<file path="src/rtl/led_pwm_pkg.sv">
// ----------------------------------------------------------------------------
// Package: led_pwm_pkg
// Shared definitions for the LED breathing controller and its PWM channels.
// Contents:
//   MODE_SEQ / MODE_ALL / MODE_STATIC / MODE_OFF  2-bit operating modes
//   ramp_state_e                                  triangle ramp direction
//   is_ramp_mode()                                true for modes driven by the ramp
// ----------------------------------------------------------------------------
package led_pwm_pkg;

    // Operating modes as seen on the mode input.
    localparam logic [1:0] MODE_SEQ    = 2'd0;
    localparam logic [1:0] MODE_ALL    = 2'd1;
    localparam logic [1:0] MODE_STATIC = 2'd2;
    localparam logic [1:0] MODE_OFF    = 2'd3;

    // Direction of the triangle brightness ramp.
    typedef enum logic {
        RAMP_RISE = 1'b0,
        RAMP_FALL = 1'b1
    } ramp_state_e;

    // Only SEQ and ALL advance the ramp; STATIC and OFF leave it parked.
    function automatic logic is_ramp_mode(input logic [1:0] m);
        return (m == MODE_SEQ) || (m == MODE_ALL);
    endfunction

endpackage

</file>
<file path="src/rtl/led_breathe_ctrl_pwm_channel.sv">
// ----------------------------------------------------------------------------
// Module: pwm_channel
// One registered PWM pin. The pin is lit while the shared counter is below
// the channel's effective brightness, and the output polarity is applied at
// the register so the pin itself never glitches.
// Ports:
//   clk_i        system clock
//   rst_i        synchronous active-high reset, drives the pin to its off level
//   enable_i     0 forces the pin to its off level on the next clock
//   cnt_i        shared PWM counter
//   eff_level_i  brightness for this channel (0 = dark, all ones = 2^BITS-1 of 2^BITS lit)
//   pwm_o        registered pin, polarity per ACTIVE_LOW
// ----------------------------------------------------------------------------
module pwm_channel
    import led_pwm_pkg::*;
#(
    parameter int BITS       = 8,
    parameter bit ACTIVE_LOW = 1'b1
) (
    input  logic            clk_i,
    input  logic            rst_i,
    input  logic            enable_i,
    input  logic [BITS-1:0] cnt_i,
    input  logic [BITS-1:0] eff_level_i,
    output logic            pwm_o
);

    // The pin level that means "LED dark" for this polarity.
    localparam logic OFF_LEVEL = ACTIVE_LOW;

    logic lit;
    logic pwm_q;

    // Compare the counter against the brightness; a level of zero can never
    // be exceeded so the channel stays dark.
    always_comb begin
        lit = (cnt_i < eff_level_i);
    end

    // Register the pin so the output changes exactly one clock after the
    // counter, with reset and disable both parking it at the off level.
    always_ff @(posedge clk_i) begin
        if (rst_i) begin
            pwm_q <= OFF_LEVEL;
        end else if (!enable_i) begin
            pwm_q <= OFF_LEVEL;
        end else begin
            pwm_q <= lit ^ ACTIVE_LOW;
        end
    end

    assign pwm_o = pwm_q;

endmodule

</file>
<file path="src/rtl/led_breathe_ctrl.sv">
// ----------------------------------------------------------------------------
// Module: led_breathe_ctrl
// Multi-channel LED breathing controller. A shared PWM counter sets the
// period, a prescaled triangle ramp sets the brightness, and the mode picks
// how that brightness is spread across the channels.
// Ports:
//   clk_i           system clock
//   rst_i           synchronous active-high reset, highest priority
//   enable_i        0 holds every counter and forces all pins off
//   mode_i          0=SEQ (rotating channel), 1=ALL, 2=STATIC, 3=OFF
//   static_level_i  brightness used in STATIC mode
//   pwm_out_o       registered PWM pins, polarity per ACTIVE_LOW
//   ch_sel_o        channel currently ramping in SEQ mode
//   cycle_done_o    one-clock strobe when a full up/down ramp completes
// ----------------------------------------------------------------------------
module led_breathe_ctrl
    import led_pwm_pkg::*;
#(
    parameter int NUM_CH     = 3,
    parameter int PWM_BITS   = 8,
    parameter int PRESCALER  = 2,
    parameter bit ACTIVE_LOW = 1'b1,
    localparam int CH_W      = (NUM_CH > 1) ? $clog2(NUM_CH) : 1
) (
    input  logic                clk_i,
    input  logic                rst_i,
    input  logic                enable_i,
    input  logic [1:0]          mode_i,
    input  logic [PWM_BITS-1:0] static_level_i,
    output logic [NUM_CH-1:0]   pwm_out_o,
    output logic [CH_W-1:0]     ch_sel_o,
    output logic                cycle_done_o
);

    // A prescaler of zero still needs a one-bit register; its terminal
    // count is then zero so every period end is a ramp step.
    localparam int                    PRESC_W    = (PRESCALER > 0) ? PRESCALER : 1;
    localparam logic [PRESC_W-1:0]    PRESC_LAST = PRESC_W'((1 << PRESCALER) - 1);
    localparam logic [PWM_BITS-1:0]   LEVEL_MAX  = {PWM_BITS{1'b1}};
    localparam logic [CH_W-1:0]       CH_LAST    = CH_W'(NUM_CH - 1);

    logic [PWM_BITS-1:0] cnt_q,    cnt_d;
    logic [PWM_BITS-1:0] level_q,  level_d;
    logic [PRESC_W-1:0]  presc_q,  presc_d;
    ramp_state_e         state_q,  state_d;
    logic [CH_W-1:0]     ch_sel_q, ch_sel_d;
    logic [1:0]          mode_q,   mode_d;
    logic [PWM_BITS-1:0] static_q, static_d;
    logic                done_q,   done_d;

    logic                period_end;
    logic [PWM_BITS-1:0] eff_level [NUM_CH];

    // Last clock of a PWM period. Everything that affects duty is only
    // allowed to move here, so a period is never cut short or stretched.
    assign period_end = enable_i && (cnt_q == LEVEL_MAX);

    // State register for the counter, prescaler, ramp FSM and mode logic.
    // The mode is captured from the input during reset so the first period
    // after reset does not look like a mode change.
    always_ff @(posedge clk_i) begin
        if (rst_i) begin
            cnt_q    <= '0;
            level_q  <= '0;
            presc_q  <= '0;
            state_q  <= RAMP_RISE;
            ch_sel_q <= '0;
            mode_q   <= mode_i;
            static_q <= '0;
            done_q   <= 1'b0;
        end else begin
            cnt_q    <= cnt_d;
            level_q  <= level_d;
            presc_q  <= presc_d;
            state_q  <= state_d;
            ch_sel_q <= ch_sel_d;
            mode_q   <= mode_d;
            static_q <= static_d;
            done_q   <= done_d;
        end
    end

    // Next-state logic. The counter free-runs while enabled; the ramp only
    // moves on period ends. A mode change wins over a ramp step and restarts
    // the ramp from dark on the first channel without flagging completion.
    always_comb begin
        cnt_d    = cnt_q;
        level_d  = level_q;
        presc_d  = presc_q;
        state_d  = state_q;
        ch_sel_d = ch_sel_q;
        mode_d   = mode_q;
        static_d = static_q;
        done_d   = 1'b0;

        if (enable_i) begin
            cnt_d = cnt_q + PWM_BITS'(1);
        end

        if (period_end) begin
            mode_d   = mode_i;
            static_d = static_level_i;

            if (mode_i != mode_q) begin
                level_d  = '0;
                presc_d  = '0;
                state_d  = RAMP_RISE;
                ch_sel_d = '0;
            end else if (is_ramp_mode(mode_q)) begin
                if (presc_q == PRESC_LAST) begin
                    presc_d = '0;
                    if (state_q == RAMP_RISE) begin
                        level_d = level_q + PWM_BITS'(1);
                        if (level_d == LEVEL_MAX) begin
                            state_d = RAMP_FALL;
                        end
                    end else begin
                        level_d = level_q - PWM_BITS'(1);
                        if (level_d == '0) begin
                            state_d = RAMP_RISE;
                            done_d  = 1'b1;
                            if (mode_q == MODE_SEQ) begin
                                ch_sel_d = (ch_sel_q == CH_LAST) ? '0 : ch_sel_q + CH_W'(1);
                            end
                        end
                    end
                end else begin
                    presc_d = presc_q + PRESC_W'(1);
                end
            end
        end
    end

    // Output decode: spread the brightness over the channels according to
    // the registered mode. Only registered values feed this, so duty is
    // stable for a whole period.
    always_comb begin
        for (int i = 0; i < NUM_CH; i++) begin
            eff_level[i] = '0;
            case (mode_q)
                MODE_SEQ:    eff_level[i] = (ch_sel_q == CH_W'(i)) ? level_q : '0;
                MODE_ALL:    eff_level[i] = level_q;
                MODE_STATIC: eff_level[i] = static_q;
                default:     eff_level[i] = '0;
            endcase
        end
    end

    // One registered pin per channel.
    for (genvar g = 0; g < NUM_CH; g++) begin : g_ch
        pwm_channel #(
            .BITS       (PWM_BITS),
            .ACTIVE_LOW (ACTIVE_LOW)
        ) u_ch (
            .clk_i       (clk_i),
            .rst_i       (rst_i),
            .enable_i    (enable_i),
            .cnt_i       (cnt_q),
            .eff_level_i (eff_level[g]),
            .pwm_o       (pwm_out_o[g])
        );
    end

    assign ch_sel_o     = ch_sel_q;
    assign cycle_done_o = done_q;

endmodule

</file>
<file path="config.mk">
export PLATFORM = sky130hd
export DESIGN_NAME = led_breathe_ctrl
export DESIGN_NICKNAME = d
export VERILOG_FILES = /design/src/rtl/led_pwm_pkg.sv /design/src/rtl/led_breathe_ctrl_pwm_channel.sv /design/src/rtl/led_breathe_ctrl.sv
export SDC_FILE = /design/constraint.sdc
export NUM_CORES = 1
export LEC_CHECK = 0
export ABC_AREA = 1
export CAP_MARGIN = 0
export CORE_ASPECT_RATIO = 1.75
export CORE_MARGIN = 2
export CORE_UTILIZATION = 35
export DETAILED_ROUTE_END_ITERATION = 8
export SETUP_SLACK_MARGIN = 0.15
export SYNTH_ARGS = -nofsm -noshare
export SYNTH_HDL_FRONTEND = slang
export SYNTH_SLANG_ARGS = --single-unit
</file>
<file path="constraint.sdc">
create_clock -name clk_i -period 2.1 [get_ports clk_i]
set_input_delay 0.315 -clock clk_i [delete_from_list [all_inputs] [get_ports clk_i]]
set_output_delay 0.315 -clock clk_i [all_outputs]
set_load 0.02 [all_outputs]
</file>
==> impl_metrics.env <==
export IMPL_dieArea_mm2=0.00816
export IMPL_start_util=0.362
export IMPL_ys_types=34
export IMPL_path_clk_slew_ns=0.06
export IMPL_root_buffer="clkbuf_16"
export IMPL_cp_max_fo=7
export IMPL_synth_top_cell_by_area="dfxtp_1"
export IMPL_ys_ff_latch=35
export IMPL_avgSynthCellArea_um2=6.75
export IMPL_leakagePower_nw=1.58
export IMPL_ir_drop_uv=496
export IMPL_cts_tree="built"
export IMPL_ff2ff_path_depth=12
export IMPL_critPathLaunchType="flop"
export IMPL_overflow=0
export IMPL_tightest_slew_ns=0.539
export IMPL_synth_top_cell_area_share=0.254
export IMPL_finalCoreUtilization=0.501
export IMPL_first_iter_violations=94
export IMPL_drive_gt1_frac=0.237
export IMPL_routabilityCongestion=0.919
export IMPL_antenna_left=0
export IMPL_grt_max_degree=18
export IMPL_power_frac_seq=0.417
export IMPL_fmax_mhz=501
export IMPL_cts_sinks=35
export IMPL_rows=41
export IMPL_final_nets=486
export IMPL_min_to="presc_q[1]"
export IMPL_syn_cell_area_mm2=0.00260
export IMPL_crit_buf_inv=5
export IMPL_dr_pass1_iters=4
export IMPL_switching_power_mw=0.425
export IMPL_antenna_cells=0
export IMPL_drv_cap=0
export IMPL_post_route_min_period_ns=1.99
export IMPL_slowest_delay_ns=0.44
export IMPL_power_density_mw_per_mm2=460
export IMPL_pwr_share_clk=0.450
export IMPL_finalCritPeriodShare=0.950
export IMPL_ys_async_sr_fraction=0
export IMPL_crit_slowest_cell="edfxtp_1"
export IMPL_reg2reg_slack_ns=0.11
export IMPL_synthesis_nets=425
export IMPL_p_int_mw=1.23
export IMPL_end_kind="flop"
export IMPL_setup_viol=0
export IMPL_antenna_found_initial=0
export IMPL_wl_um=8060
export IMPL_min_path_type="reg -> reg"
export IMPL_critical_path_class="reg -> reg"
export IMPL_die_h_um=118
export IMPL_grt_pass1_wl_um=12200
export IMPL_synth_edf_count=2
export IMPL_dp_cells=508
export IMPL_path_delay_family="buffers and inverters"
export IMPL_coreArea_mm2=0.00718
export IMPL_min_path_cells=2
export IMPL_fin_worst_skew_ns=0.00515
export IMPL_rsz0062_at_grt="yes"
export IMPL_hold_slack_ns=0.483
export IMPL_vias=2786
export IMPL_viasPerCell=5.23
export IMPL_rr_startpoint="mode_q[0]"
export IMPL_finalHoldViolCount=0
export IMPL_maxSlewViolCount=0
export IMPL_synth_cells=385
export IMPL_crit_required_ns=2.28
export IMPL_setup_tns_final_ns=0
export IMPL_combinationalPowerShare=0.133
export IMPL_cts_max_path_buffers=2
export IMPL_yosys_cell_count_top_type="nand2_1"
export IMPL_groute_usage_overall=0.187
export IMPL_synth_ff_type="dfxtp_1"
export IMPL_dp_hpwl_um=6000
export IMPL_cp_common_cell="buf_6"
export IMPL_area_delta_synth_final_pct=38.3
export IMPL_synth_commonest_cells="nand2_1 (76), nor2_1 (58), inv_1 (35), dfxtp_1 (33), o21ai_0 (30)"
export IMPL_h_tree_depth=2
export IMPL_synth_seq_area_share=0.277
export IMPL_min_delay_start="presc_q[1]"
export IMPL_crit_arrival_ns=2.18
export IMPL_wl_per_cell_um=15.1
export IMPL_io_pins=19
export IMPL_r2r_end="g_ch[0].u_ch.pwm_o"
export IMPL_final_cells=533
export IMPL_clk_latency_ns=0.29
export IMPL_cts_buffers=5
export IMPL_synth_warnings=0
export IMPL_power_mw=1.65
export IMPL_port_buffers=18
export IMPL_die_x_um=69.2
export IMPL_path_cells="buf_6 > nor2_4 > buf_6 > buf_8 > buf_6 > buf_6 > a31oi_1 > ha_2 > nand3_1 > nand2_1 > a41oi_2 > nand2_1"
export IMPL_switching_share=0.257
export IMPL_synth_top_cells_by_area="dfxtp_1 (25%), ha_1 (13%), nand2_1 (11%)"
export IMPL_relSlewSlack=0.638
export IMPL_status="completed"
export IMPL_drc=0
export IMPL_grt_pass1_vias=2717
## power groups by stage
stage / Sequential [mW] / Clock (mW) / Combinational [mW]
finish: 0.689 / 0.743 / 0.220
global route: 0.691 / 0.790 / 0.239
CTS: 0.688 / 0.755 / 0.170
detailed placement: 0.705 / 0 / 0.159
global placement: 0.705 / 0 / 0.156
floorplan: 0.703 / 0 / 0.0927
## worst register-to-register path, stage by stage, from the launching register on
cell,delay [ns]
edfxtp_1,0.44
buf_6,0.15
nor2_4,0.19
buf_6,0.13
buf_8,0.11
buf_6,0.11
buf_6,0.10
a31oi_1,0.09
ha_2,0.17
nand3_1,0.06
nand2_1,0.08
a41oi_2,0.18
nand2_1,0.06
## metrics by stage
step / worst slack (ns) / instance area [µm²]
after global placement: 0.0684 / 3070
after CTS: 0.138 / 3250
after global routing: 0.000556 / 3590
final: 0.106 / 3590
after detailed placement: 0.0162 / 3070
after floorplan: 0.163 / 2620
## layer usage
metal,share of wire,up-vias,global-route usage,wire (µm)
met4,0.029,0,0.104,230
met2,0.56,62,0.355,4540
met1,0.38,1286,0.180,3090
met5,0,-,0,0
met3,0.025,19,0.0411,202
li1,-,1419,-,-
## layout make-up
| type | count | area (µm²) |
|---|---|---|
| Clock buffer | 5 | 125 |
| Clock inverter | 3 | 20.0 |
| Fill cell | 748 | 3590 |
| Inverter | 37 | 139 |
| Multi-Input combinational cell | 299 | 1880 |
| Sequential cell | 35 | 726 |
| Tap cell | 86 | 108 |
| Timing Repair Buffer | 68 | 593 |
## flip-flops by register name, indices dropped and copies added, names as in the netlist
| signal | flops |
|---|---|
| cnt_q | 8 |
| level_q | 8 |
| static_q | 8 |
| g_ch.u_ch.pwm_o | 3 |
| ch_sel_o | 2 |
| mode_q | 2 |
| presc_q | 2 |
| cycle_done_o | 1 |
| state_q | 1 |
## cell usage in the layout (no fill, tap or decap), types with 2 or more instances in the layout
cell	instances
nand2_1	73
nor2_1	51
buf_4	41
inv_1	33
dfxtp_1	31
nand3_1	25
ha_1	23
o21ai_0	22
a31oi_1	21
clkdlybuf4s50_1	18
a21oi_1	17
buf_6	8
o21ai_2	6
nor2_2	6
xor2_1	6
nor3_1	6
a21oi_2	6
clkbuf_16	5
nor2_4	4
nand2_2	3
nand3_2	3
inv_2	3
o21ai_1	2
a31oi_4	2
a211oi_1	2
nand4_1	2
ha_2	2
ha_4	2
clkinvlp_4	2
edfxtp_1	2
## how the worst max path moves through the flow
stage,start,to,depth (start not counted)
final,mode_q[0],g_ch[0].u_ch.pwm_o,12
after global routing,mode_q[0],g_ch[0].u_ch.pwm_o,13
after CTS,mode_q[1],g_ch[1].u_ch.pwm_o,8
after detailed placement,mode_q[1],g_ch[1].u_ch.pwm_o,8
after global placement,mode_q[1],g_ch[1].u_ch.pwm_o,8
after floorplan,mode_q[1],g_ch[2].u_ch.pwm_o,11
## cell families after synthesis
logic type                 count (synthesis)  synth area share
and+or+nand+nor                          181             0.305
AOI/OAI and AO/OA                         84             0.181
buffers and inverters                     51            0.0804
DFF                                       35             0.277
adders and majority gates                 27             0.130
xor gates and xnor gates                   7            0.0265
## timing repair
| action | 4_1_cts | 5_1_grt |
|---|---|---|
| endpoints found under the setup margin | 3 | 26 |
| pin swaps | 1 | 23 |
| setup buffers | 3 | 14 |
| resized for setup | 7 | 60 |
| hold buffers | 0 | 0 |
| cloned | 0 | 0 |
No activity file was read; power rests on OpenSTA's default activity.
